File: src/rtl/mem_rr_arbiter_if.sv
// Bundle of the per-core picorv32 request ports and the shared memory bus.
// master: the arbiter's view; slave: the cores plus the downstream memory decoder.
interface mem_rr_arbiter_if #(
   parameter int unsigned N_CORES = 2
);
   logic [N_CORES-1:0]    req_valid;
   logic [32*N_CORES-1:0] req_addr;
   logic [32*N_CORES-1:0] req_wdata;
   logic [4*N_CORES-1:0]  req_wstrb;
   logic [N_CORES-1:0]    req_ready;
   logic [32*N_CORES-1:0] req_rdata;
   logic                  mem_valid;
   logic [31:0]           mem_addr;
   logic [31:0]           mem_wdata;
   logic [3:0]            mem_wstrb;
   logic                  mem_ready;
   logic [31:0]           mem_rdata;

   modport master (
      input  req_valid, req_addr, req_wdata, req_wstrb, mem_ready, mem_rdata,
      output req_ready, req_rdata, mem_valid, mem_addr, mem_wdata, mem_wstrb
   );

   modport slave (
      output req_valid, req_addr, req_wdata, req_wstrb, mem_ready, mem_rdata,
      input  req_ready, req_rdata, mem_valid, mem_addr, mem_wdata, mem_wstrb
   );
endinterface

File: src/rtl/mem_rr_arbiter.sv
// Round-robin arbiter sharing one picorv32 native memory bus among N_CORES cores.
// Define ARB_TIMEOUT_EN to complete a stalled transaction with bus_error after TIMEOUT_CYCLES.
module mem_rr_arbiter #(
   parameter int unsigned N_CORES        = 2,
   parameter int unsigned IDX_BITS       = 1,
   parameter int unsigned TIMEOUT_CYCLES = 255
) (
   input  logic                clk,
   input  logic                resetn,
   mem_rr_arbiter_if.master    bus,
   output logic [IDX_BITS-1:0] grant_idx,
   output logic                bus_error
);

   if (IDX_BITS != ((N_CORES > 1) ? $clog2(N_CORES) : 1)) begin : g_bad_idx_bits
      $error("IDX_BITS must equal max(1, clog2(N_CORES))");
   end
   if (TIMEOUT_CYCLES == 0 || TIMEOUT_CYCLES > 255) begin : g_bad_timeout
      $error("TIMEOUT_CYCLES must fit the 8-bit counter and be nonzero");
   end

   typedef enum logic [1:0] {StIdle, StBusy, StResp} state_e;

   state_e                state_q, state_d;
   logic [IDX_BITS-1:0]   prio_q, prio_d;
   logic [IDX_BITS-1:0]   grant_q, grant_d;
   logic [IDX_BITS-1:0]   win;
   logic                  found;
   int unsigned           idx;
   logic                  mem_valid_q, mem_valid_d;
   logic [31:0]           mem_addr_q, mem_addr_d;
   logic [31:0]           mem_wdata_q, mem_wdata_d;
   logic [3:0]            mem_wstrb_q, mem_wstrb_d;
   logic [N_CORES-1:0]    ready_q, ready_d;
   logic [32*N_CORES-1:0] rdata_q, rdata_d;
   logic                  done;
   logic [31:0]           resp_data;

   // First requester at or after prio_q, wrapping modulo N_CORES.
   always_comb begin
      found = 1'b0;
      win   = prio_q;
      idx   = 0;
      for (int k = 0; k < int'(N_CORES); k++) begin
         idx = (int'(prio_q) + k) % N_CORES;
         if (!found && bus.req_valid[idx]) begin
            found = 1'b1;
            win   = IDX_BITS'(idx);
         end
      end
   end

`ifdef ARB_TIMEOUT_EN
   logic [7:0] cnt_q, cnt_d;
   logic       timed_out;
   logic       err_q;

   // A mem_ready in the timeout cycle takes precedence over the timeout.
   always_comb begin
      done      = bus.mem_ready;
      resp_data = bus.mem_rdata;
      timed_out = 1'b0;
      cnt_d     = '0;
      if (state_q == StBusy && !bus.mem_ready) begin
         if (cnt_q == 8'(TIMEOUT_CYCLES - 1)) begin
            done      = 1'b1;
            timed_out = 1'b1;
            resp_data = '0;
         end else begin
            cnt_d = cnt_q + 8'd1;
         end
      end
   end

   always_ff @(posedge clk or negedge resetn) begin
      if (!resetn) begin
         cnt_q <= '0;
         err_q <= 1'b0;
      end else begin
         cnt_q <= cnt_d;
         err_q <= timed_out;
      end
   end

   assign bus_error = err_q;
`else
   always_comb begin
      done      = bus.mem_ready;
      resp_data = bus.mem_rdata;
   end

   assign bus_error = 1'b0;
`endif

   always_comb begin
      state_d     = state_q;
      prio_d      = prio_q;
      grant_d     = grant_q;
      mem_valid_d = mem_valid_q;
      mem_addr_d  = mem_addr_q;
      mem_wdata_d = mem_wdata_q;
      mem_wstrb_d = mem_wstrb_q;
      ready_d     = '0;
      rdata_d     = rdata_q;
      unique case (state_q)
         StIdle: begin
            if (found) begin
               mem_valid_d = 1'b1;
               mem_addr_d  = bus.req_addr[32*win +: 32];
               mem_wdata_d = bus.req_wdata[32*win +: 32];
               mem_wstrb_d = bus.req_wstrb[4*win +: 4];
               grant_d     = win;
               state_d     = StBusy;
            end
         end
         StBusy: begin
            if (done) begin
               mem_valid_d                = 1'b0;
               rdata_d[32*grant_q +: 32]  = resp_data;
               ready_d[grant_q]           = 1'b1;
               prio_d = (int'(grant_q) == int'(N_CORES) - 1) ? '0 : grant_q + 1'b1;
               state_d                    = StResp;
            end
         end
         // Served core still shows req_valid here, so no arbitration this cycle.
         StResp:  state_d = StIdle;
         default: state_d = StIdle;
      endcase
   end

   always_ff @(posedge clk or negedge resetn) begin
      if (!resetn) begin
         state_q     <= StIdle;
         prio_q      <= '0;
         grant_q     <= '0;
         mem_valid_q <= 1'b0;
         mem_addr_q  <= '0;
         mem_wdata_q <= '0;
         mem_wstrb_q <= '0;
         ready_q     <= '0;
         rdata_q     <= '0;
      end else begin
         state_q     <= state_d;
         prio_q      <= prio_d;
         grant_q     <= grant_d;
         mem_valid_q <= mem_valid_d;
         mem_addr_q  <= mem_addr_d;
         mem_wdata_q <= mem_wdata_d;
         mem_wstrb_q <= mem_wstrb_d;
         ready_q     <= ready_d;
         rdata_q     <= rdata_d;
      end
   end

   assign bus.mem_valid = mem_valid_q;
   assign bus.mem_addr  = mem_addr_q;
   assign bus.mem_wdata = mem_wdata_q;
   assign bus.mem_wstrb = mem_wstrb_q;
   assign bus.req_ready = ready_q;
   assign bus.req_rdata = rdata_q;
   assign grant_idx     = grant_q;

endmodule

File: src/flat_wrapper.sv
// flat-port wrapper written by rule: the top's interface ports become plain ports
module mem_rr_arbiter_flat 
#(
   parameter int unsigned N_CORES        = 2,
   parameter int unsigned IDX_BITS       = 1,
   parameter int unsigned TIMEOUT_CYCLES = 255
)
  (clk, resetn, grant_idx, bus_error, bus_req_valid, bus_req_addr, bus_req_wdata, bus_req_wstrb, bus_mem_ready, bus_mem_rdata, bus_req_ready, bus_req_rdata, bus_mem_valid, bus_mem_addr, bus_mem_wdata, bus_mem_wstrb);
  mem_rr_arbiter_if #(.N_CORES(N_CORES)) bus_i ();
  input  logic clk;
  input  logic resetn;
  output logic [IDX_BITS-1:0] grant_idx;
  output logic bus_error;
  input wire logic [$bits(bus_i.req_valid)-1:0] bus_req_valid;
  input wire logic [$bits(bus_i.req_addr)-1:0] bus_req_addr;
  input wire logic [$bits(bus_i.req_wdata)-1:0] bus_req_wdata;
  input wire logic [$bits(bus_i.req_wstrb)-1:0] bus_req_wstrb;
  input wire logic [$bits(bus_i.mem_ready)-1:0] bus_mem_ready;
  input wire logic [$bits(bus_i.mem_rdata)-1:0] bus_mem_rdata;
  output wire logic [$bits(bus_i.req_ready)-1:0] bus_req_ready;
  output wire logic [$bits(bus_i.req_rdata)-1:0] bus_req_rdata;
  output wire logic [$bits(bus_i.mem_valid)-1:0] bus_mem_valid;
  output wire logic [$bits(bus_i.mem_addr)-1:0] bus_mem_addr;
  output wire logic [$bits(bus_i.mem_wdata)-1:0] bus_mem_wdata;
  output wire logic [$bits(bus_i.mem_wstrb)-1:0] bus_mem_wstrb;
  assign bus_i.req_valid = bus_req_valid;
  assign bus_i.req_addr = bus_req_addr;
  assign bus_i.req_wdata = bus_req_wdata;
  assign bus_i.req_wstrb = bus_req_wstrb;
  assign bus_i.mem_ready = bus_mem_ready;
  assign bus_i.mem_rdata = bus_mem_rdata;
  assign bus_req_ready = bus_i.req_ready;
  assign bus_req_rdata = bus_i.req_rdata;
  assign bus_mem_valid = bus_i.mem_valid;
  assign bus_mem_addr = bus_i.mem_addr;
  assign bus_mem_wdata = bus_i.mem_wdata;
  assign bus_mem_wstrb = bus_i.mem_wstrb;
  mem_rr_arbiter #(.N_CORES(N_CORES), .IDX_BITS(IDX_BITS), .TIMEOUT_CYCLES(TIMEOUT_CYCLES)) u_core (.clk(clk), .resetn(resetn), .bus(bus_i), .grant_idx(grant_idx), .bus_error(bus_error));
endmodule
File: config.mk
export PLATFORM = sky130hd
export DESIGN_NAME = mem_rr_arbiter_flat
export DESIGN_NICKNAME = d
export VERILOG_FILES = /design/src/rtl/mem_rr_arbiter_if.sv /design/src/rtl/mem_rr_arbiter.sv /design/src/flat_wrapper.sv
export SDC_FILE = /design/constraint.sdc
export NUM_CORES = 1
export LEC_CHECK = 0
export CORE_MARGIN = 5
export CORE_UTILIZATION = 41
export DETAILED_ROUTE_END_ITERATION = 6
export PLACE_DENSITY = 0.89
export SETUP_SLACK_MARGIN = 0.2
export SKIP_LAST_GASP = 1
export SYNTH_ARGS = -nofsm -noshare
export SYNTH_HDL_FRONTEND = slang
export SYNTH_SLANG_ARGS = --single-unit
File: constraint.sdc
create_clock -name clk -period 1.6 [get_ports clk]
set_input_delay 0.32 -clock clk [delete_from_list [all_inputs] [get_ports clk]]
set_output_delay 0.32 -clock clk [all_outputs]
set_load 0.01 [all_outputs]
After elaboration in Yosys (flattened, before gate mapping):

Cells that the tools add are included.

* $add $sub $neg: 3
* shift operators: 5
* multiplexer cells: 19
* eq/ne operators: 3
* reduce and logical (&&, ||, !) cells: 9
* order comparisons: 4

Operator list (number)
* $shiftx 64x7->32: 2
* $bwmux 64: 1
* $shift 32x34->64 const A: 1
* $shiftx 32x34->64: 1
* $neg 6->34: 1
* $mux 1: 11
* $mux 2: 4
* $shiftx 8x4->4: 1
* $lt 1x2->1 const B: 3
* $reduce_and 2->1: 3
* $pmux 2 s2: 1
* $reduce_and 3->1: 1
* $add 1x1->1 const B: 2
* $eq 2x1->1 const B: 1
* $logic_and 1x1->1: 2
* $logic_not 2->1: 1
* $ne 2x1->1 const B: 1
* $ne 2x2->1 const B: 1
* $pmux 1 s2: 1
* $reduce_bool 2->1: 1
* $demux 1 s1: 1
* $ge 1x1->1 const B: 1
* $logic_not 1->1: 1

* output and inout bits: 137
* input bits: 173
* logic and storage cells: 52
* register bits after elaboration: 139

Longest topological paths before layout:

Gate-level depths: netlist (run 1).

* word-level depth: 8
* depth in mapped cells: 6
* depth with buffers taken out: 4

Worst setup path before layout (run 1):

OpenSTA, ideal clock, no wires.

* path kind: flip-flop to flip-flop
* start point: register u_core.state_q[1]
* end point: register u_core.rdata_q[10], in the netlist u_core.bus.req_rdata[10]
* arrival time: 1.327 ns
* buffers on the path: 1
* setup slack: 0.148 ns
* period minus slack after synthesis: 1.452 ns
* library setup time: 0.125 ns
* cell stages (with the launch flop): 5
* data required time: 1.475 ns
* cells stage by stage: dfrtp_1 nand3b_1 nor2_2 buf_2 mux2_2

* longest elaborated chain between the ends: 2

Ends and longest elaborated chain
* start, declared: RTL line mem_rr_arbiter.sv:24 `state_e state_q, state_d;`
* start signal, assigned: RTL line mem_rr_arbiter.sv:133 `state_q <= StIdle;`
* start signal, assigned: RTL line mem_rr_arbiter.sv:143 `state_q <= state_d;`
* $eq 2x1->1: RTL line mem_rr_arbiter.sv:105 `unique case (state_q)`
* $reduce_and 2->1 (no source line)
* end signal, assigned: RTL line mem_rr_arbiter.sv:151 `rdata_q <= rdata_d;`
* end, declared: RTL line mem_rr_arbiter.sv:35 `logic [32*N_CORES-1:0] rdata_q, rdata_d;`

Every way passes these cells.
A chain may end at the register's enable or synchronous reset.

Worst setup path after layout (run 1):

* start point: register u_core.state_q[1]
* end point: register u_core.rdata_q[7], in the netlist u_core.bus.req_rdata[7]

The elaborated chain is that of the path after synthesis.

==> results of run 1 <==
-- report_power, final --
group	internal [mW]	switching, mW
registers	5.32	1.14
logic	5.23	4.81
clock network	2.17	1.62
-- cell usage after synthesis (2+ instances only) --
cell type | instances | area (sq um)
sky130_fd_sc_hd__dfrtp_1 | 139 | 3480
sky130_fd_sc_hd__a21oi_1 | 70 | 350
sky130_fd_sc_hd__nand3b_1 | 69 | 518
sky130_fd_sc_hd__a31oi_1 | 68 | 425
sky130_fd_sc_hd__o21ai_0 | 67 | 335
sky130_fd_sc_hd__mux2_2 | 64 | 721
sky130_fd_sc_hd__clkbuf_1 | 30 | 113
sky130_fd_sc_hd__buf_2 | 24 | 120
sky130_fd_sc_hd__buf_4 | 2 | 15.0
sky130_fd_sc_hd__buf_6 | 2 | 22.5
sky130_fd_sc_hd__inv_1 | 2 | 7.51
sky130_fd_sc_hd__nor2_2 | 2 | 12.5
sky130_fd_sc_hd__or2_1 | 2 | 12.5
-- routing by layer --
| metal | vias up | global-route usage [%] | wire (um) |
|---|---|---|---|
| met5 | - | 0 | 0 |
| met4 | 0 | 10.8 | 700 |
| met3 | 49 | 8.25 | 2170 |
| met2 | 343 | 41.6 | 12000 |
| met1 | 2971 | 29.4 | 9420 |
| li1 | 2698 | - | - |
-- repair_timing --
action                     4_1_cts  5_1_grt
gates cloned                     7        6
gates resized for setup        295      143
setup buffers                   10        6
setup endpoints to repair      268      208
pin swaps                        4        8
hold endpoints to repair        26        0
hold buffers                     1        0
-- logic make-up after synthesis --
kind of cell    after synthesis  synth area share [%]
buf+inv                      61                  4.54
simple gates                 77                  9.14
flops                       139                  56.1
mux                          64                  11.6
compound gates              210                  18.6
other cells                   1                0.0605
-- state kept, by name, summed over array words and instances, names as in the netlist --
signal                count
u_core.bus.mem_wstrb      4
u_core.prio_q             1
u_core.bus.mem_wdata     32
u_core.bus.mem_addr      32
u_core.bus.req_rdata     64
u_core.state_q            2
u_core.grant_idx          1
u_core.bus.req_ready      2
u_core.bus.mem_valid      1
-- per-stage QoR --
step / hold slack [ns] / util [%] / power, mW / worst slack (ns) / std cells
global route: 0.368 / 70.8 / 21.3 / -0.00579 / 1080
CTS: 0.346 / 70.4 / 19.6 / 0.0684 / 1068
detailed placement: 0.219 / 64.4 / 15.9 / -0.381 / 1018
global placement: 0.223 / 64.4 / 15.5 / -0.324 / 1018
floorplan: 0.0244 / - / 10.4 / 0.180 / 552
finish: 0.351 / 70.8 / 20.3 / 0.0492 / 1080
-- worst max-delay path: cells and delay by family, from the launching register on --
| kind | cells | cell delay [ns] |
|---|---|---|
| buffers and inverters | 2 | 0.30 |
| flip-flops | 1 | 0.37 |
| multiplexers | 1 | 0.31 |
| AND/OR/NAND/NOR | 2 | 0.45 |
-- layout by cell type, fill, tap and decap left out, drive strengths merged, types with 2 or more instances in the layout --
cell type / count
buf: 60
nand3b: 69
inv: 7
clkinvlp: 5
nor2: 3
clkdlybuf4s15: 59
o21ai: 68
clkdlybuf4s50: 169
or2: 2
a21oi: 70
a31oi: 68
clkbuf: 94
dfrtp: 139
clkinv: 3
mux2: 64
-- cell type report --
| class | instances | area [sq um] | share of cell area, % |
|---|---|---|---|
| Clock buffer | 18 | 429 | 4.03 |
| Sequential cell | 139 | 3480 | 32.7 |
| Clock inverter | 14 | 139 | 1.30 |
| Tap cell | 188 | 235 | 2.21 |
| Multi-Input combinational cell | 352 | 2710 | 25.5 |
| Timing Repair Buffer | 367 | 3640 | 34.2 |
| Inverter | 2 | 7.51 | 0.0705 |
-- worst min path at each step --
| stage | end | cells past startpoint | start | slack [ns] |
|---|---|---|---|---|
| global placement | u_core.bus.req_rdata[14]$_DFFE_PN0P_ | 1 | resetn | 0.22 |
| CTS | u_core.bus.req_rdata[16]$_DFFE_PN0P_ | 2 | resetn | 0.35 |
| floorplan | u_core.bus.mem_addr[0]$_DFFE_PN0P_ | 0 | resetn | 0.02 |
| finish | u_core.bus.req_rdata[46]$_DFFE_PN0P_ | 2 | resetn | 0.35 |
| detailed placement | u_core.bus.req_rdata[46]$_DFFE_PN0P_ | 1 | resetn | 0.22 |
| global route | u_core.bus.req_rdata[46]$_DFFE_PN0P_ | 2 | resetn | 0.37 |
==> run summary, run 1 <==
Status
* status: complete, no violations

CTS
* maximum buffer depth of the clock tree: 2
* register clock-pin slew on the reported worst setup and hold paths: 0.06 ns
* Clk Latency, worst-skew pair: 0.41 ns
* clk root buf: sky130_fd_sc_hd__clkbuf_16
* CTS HTree Levels: 4
* Num CTS Buffers: 17
* CTS tree: done
* Clock Sink Count: 139

Floorplan
* number of top-level design ports: 310
* area inside the core boundary: 15000 sq um
* Initial Utilization: 41.3%
* Chip Width: 133 um
* std cell rows: 45
* Chip Height: 133 um
* DIE AREA: 17700 sq um

STA
* final worst-path cycle share: 96.9%
* time the worst path needs with I/O delays and setup: 1.55 ns
* final count of hold timing violations: 0
* Final Skew: 0.00466 ns
* maximum frequency from static timing analysis: 645 MHz
* setup repair after global routing missed its margin: yes
* setup TNS: 0 ns
* final setup violation count: 0
* final slew viol count: 0

Global route
* pin count of the biggest net entering global routing: 59
* GRT Util Overall: 24.9%
* GRT Residual Overflow: 0
* via count of the first global-routing pass: 6039
* global-route wire length before repair: 34400 um
* antenna violations before repair: 0

Run
* number of maximum-capacitance constraint violations: 0

Setup path
* required time at the endpoint of the critical path: 1.90 ns
* Setup CP Type: register to register
* critical-path maximum fanout: 8
* Critical R2R Launch: u_core.state_q[1]$_DFFE_PN0P_
* list of cells traversed by the critical path: nand3b_1 > nor2_4 > buf_6 > buf_16 > mux2_4
* CP max-delay cell: sky130_fd_sc_hd__dfrtp_1
* end of the worst register-to-register path: u_core.bus.req_rdata[7]$_DFFE_PN0P_
* CP Launch Type: register
* r2r worst-path depth: 5
* launch point of the critical path: u_core.state_q[1]$_DFFE_PN0P_
* reg-to-reg slack, setup: 0.05 ns
* endpoint class of the critical path: register
* arrival time of the worst setup path: 1.85 ns
* capturing element of the worst setup path: u_core.bus.req_rdata[7]$_DFFE_PN0P_
* slowest stage delay, CP: 0.37 ns

Logic synthesis
* commonest register cell after synthesis: sky130_fd_sc_hd__dfrtp_1
* Syn. warnings: 0
* Yosys cell types: 24
* share of synthesized registers carrying an async set or reset: 100%
* average cell area after synthesis: 11.2 sq um
* number of storage elements in the synthesis netlist: 139
* cell count after synthesis: 552
* sequential fraction of the synthesis area: 56.1%
* total nets after synthesis: 725
* Netlist Area Pre-Place: 6200 sq um
* Post-synth EDFFs: 0

Power
* largest vdd supply drop: 0.801 mV
* areal power density over the cells: 1910 nW/um^2
* Pleak: 4.45 nW

Detailed routing
* post-detailed-route DRC marker count: 0
* detailed-route wire length per cell: 22.5 um
* total length of routed wires: 24300 um
* DR iter-0 viols: 373
* Antenna Violating Nets Remaining: 0
* Vias: 6061
* Vias/cell: 5.61
* number of detailed-routing iterations run before antenna repair: 4

Worst hold path
* class of the most critical hold timing path: input port to async pin

Layout
* proportion of layout cells with a drive suffix above 1: 28.5%
* net total in the final layout: 1052
* final standard cell area without fillers: 10600 sq um
* relative area change from synthesis to final layout: 71.6%
* layout filler cell count: 1056
* count of inserted antenna diode cells: 0

Placement
* I/O Buffers: 308
* Placer Congestion: 0.816
* detailed placer's ending HPWL: 14800 um
* post-place instance area: 9680 sq um

No activity file was read; power rests on OpenSTA's default activity.
==> run 2, diff against run 1 <==
--- a/config.mk
+++ b/config.mk
@@ -9,6 +9,7 @@
 export CORE_UTILIZATION = 41
 export DETAILED_ROUTE_END_ITERATION = 6
 export PLACE_DENSITY = 0.89
+export REMOVE_ABC_BUFFERS = 1
 export SETUP_SLACK_MARGIN = 0.2
 export SKIP_LAST_GASP = 1
 export SYNTH_ARGS = -nofsm -noshare
==> run 2 against run 1 <==
Final area is 2.9% lower. Critical path depth fell by 1. Non-clock buffer count down 13. Utilization is 2.1 points lower. Setup slack better by 0.034 ns. Cell count shrank 1.3%. Sequential cell count unchanged. Clock power increased by 12%. Sequential power down 1%. Via count decreased by 2.0%. Register-to-register slack better by 0.03 ns. Global-route usage shrank 0.71 points. Largest cell class unchanged.
==> run summary, run 2 (synthesis results as in run 1) <==
Floorplan
* DIE AREA: 17700 sq um, unchanged
* std cell rows: 45, unchanged
* area inside the core boundary: 15000 sq um, unchanged
* number of top-level design ports: 310, unchanged
* Chip Width: 133 um, unchanged
* Chip Height: 133 um, unchanged
* Initial Utilization: 41.3%, unchanged

Detailed routing
* DR iter-0 viols: 376, +0.80%
* Antenna Violating Nets Remaining: 0, unchanged
* Vias/cell: 5.57, -0.71%
* total length of routed wires: 23900 um, -1.6%
* Vias: 5940, -2.0%
* post-detailed-route DRC marker count: 0, unchanged
* number of detailed-routing iterations run before antenna repair: 5, +1
* detailed-route wire length per cell: 22.4 um, -0.35%

STA
* final worst setup slack: 0.0830 ns, +0.0338 ns
* final count of hold timing violations: 0, unchanged
* Final Skew: 0.00729 ns, +0.00263 ns
* Fin Hold WS: 0.348 ns, -0.00350 ns
* setup TNS: 0 ns, unchanged
* maximum frequency from static timing analysis: 659 MHz, +2.2%
* time the worst path needs with I/O delays and setup: 1.52 ns, -0.0338 ns
* final setup violation count: 0, unchanged
* setup repair after global routing missed its margin: yes
* final worst-path cycle share: 94.8%, -2.1 points
* final slew viol count: 0, unchanged

Placement
* worst slack, placed: -0.238 ns, +0.143 ns
* cell count after placement: 1012, -0.59%
* Placer Congestion: 0.801, -1.9%
* I/O Buffers: 308, unchanged
* detailed placer's ending HPWL: 14900 um, +1.1%
* post-place instance area: 9610 sq um, -0.72%

Setup path
* slowest stage delay, CP: 0.38 ns, about the same
* arrival time of the worst setup path: 1.81 ns, -0.04 ns
* list of cells traversed by the critical path: nand3b_1 > nor2_2 > buf_12 > mux2_2
* Setup CP Type: register to register
* reg-to-reg slack, setup: 0.08 ns, +0.03 ns
* largest delay contributor family on the critical path: simple AND/OR/NAND/NOR gates
* critical-path maximum fanout: 33, +25
* r2r worst-path depth: 4, -1
* required time at the endpoint of the critical path: 1.89 ns, about the same
* crit path buf inv count: 1, -1
* endpoint class of the critical path: register
* CP Launch Type: register
* CP max-delay cell: sky130_fd_sc_hd__dfrtp_1
* Critical R2R Launch: u_core.state_q[1]$_DFFE_PN0P_
* end of the worst register-to-register path: u_core.bus.req_rdata[1]$_DFFE_PN0P_

Power
* Pwr Total: 20.0 mW, -1.3%
* Sw Ratio: 36.4%, -0.92 points
* Pleak: 4.27 nW, -3.9%
* largest vdd supply drop: 0.895 mV, +12%
* Sw Pwr: 7.28 mW, -3.7%
* Internal: 12.7 mW, +0.16%
* portion of total power attributed to the clock network: 21.3%, +2.6 points
* part of the total power dissipated in sequential elements: 31.8%, about the same
* combinational cell fraction of total power: 46.9%, -2.6 points
* areal power density over the cells: 1940 nW/um^2, +1.7%

Layout
* max FFs per register: 64, unchanged
* net total in the final layout: 1039, -1.2%
* proportion of layout cells with a drive suffix above 1: 24.5%, -4.0 points
* most common cell after layout, fill and taps aside: sky130_fd_sc_hd__clkdlybuf4s50_1
* non-filler instance count after layout: 1066, -1.3%
* utilization of the core after routing: 68.7%, -2.1 points
* final standard cell area without fillers: 10300 sq um, -2.9%
* count of inserted antenna diode cells: 0, unchanged
* top library cells by usage in the layout, fill and taps aside: sky130_fd_sc_hd__clkdlybuf4s50_1, sky130_fd_sc_hd__dfrtp_1, sky130_fd_sc_hd__clkdlybuf4s15_1, sky130_fd_sc_hd__a21oi_1, sky130_fd_sc_hd__nand3b_1
* relative area change from synthesis to final layout: 66.6%

Run
* number of maximum-capacitance constraint violations: 0, unchanged

Global route
* global-route wire length before repair: 33700 um, -2.1%
* via count of the first global-routing pass: 5882, -2.6%
* pin count of the biggest net entering global routing: 61, +3.4%
* GRT Residual Overflow: 0, unchanged
* antenna violations before repair: 0, unchanged
* GRT Util Overall: 24.2%, -0.71 points

CTS
* register clock-pin slew on the reported worst setup and hold paths: 0.06 ns, about the same
* CTS tree: done
* CTS HTree Levels: 4, unchanged
* Clock Sink Count: 139, unchanged
* Clk Latency, worst-skew pair: 0.42 ns, about the same
* maximum buffer depth of the clock tree: 2, unchanged
* Num CTS Buffers: 17, unchanged
* clk root buf: sky130_fd_sc_hd__clkbuf_16

Status
* status: complete, no violations

Worst hold path
* class of the most critical hold timing path: input port to async pin

## run 2: worst max path at each step
stage                                       start  slack [ns]  depth (start not counted)                                   end
CTS                  u_core.grant_idx$_DFFE_PN0P_        0.11                          1                             grant_idx
detailed placement               bus_req_valid[1]       -0.24                          6   u_core.bus.mem_addr[22]$_DFFE_PN0P_
finish              u_core.state_q[1]$_DFFE_PN0P_        0.08                          4   u_core.bus.req_rdata[1]$_DFFE_PN0P_
global route        u_core.state_q[1]$_DFFE_PN0P_        0.06                          4   u_core.bus.req_rdata[1]$_DFFE_PN0P_
floorplan           u_core.state_q[1]$_DFFE_PN0P_       -2.66                          3   u_core.bus.mem_wstrb[2]$_DFFE_PN0P_
global placement                    bus_mem_ready       -0.19                          5  u_core.bus.req_rdata[19]$_DFFE_PN0P_
## run 2: power by group through the flow
stage               clock [mW]  sequential, mW  combinational, mW
floorplan                    0            7.04               2.93
global placement             0            6.26               9.23
detailed placement           0            6.36               9.47
CTS                       4.30            6.36               8.99
global route              4.46            6.57               10.1
finish                    4.26            6.36               9.40
## run 2: area by class of cell
class | instances | area [sq um]
Clock buffer | 19 | 443
Clock inverter | 12 | 188
Fill cell | 1069 | 4700
Inverter | 2 | 7.51
Multi-Input combinational cell | 352 | 2470
Sequential cell | 139 | 3480
Tap cell | 188 | 235
Timing Repair Buffer | 354 | 3510
## run 2: metal layers
metal	track usage (%)	vias up	share of wire, %
met5	0	-	0
li1	-	2681	-
met3	7.76	35	9.0
met4	6.93	0	2.1
met1	29.3	2904	39
met2	41.5	320	50
## run 2: what timing repair did
action	in CTS	in global routing
hold endpoints to repair	27	0
gates resized for setup	286	77
pin swaps	3	4
setup buffers	2	9
endpoints found under the setup margin	205	197
hold buffers	1	0
gates cloned	2	9
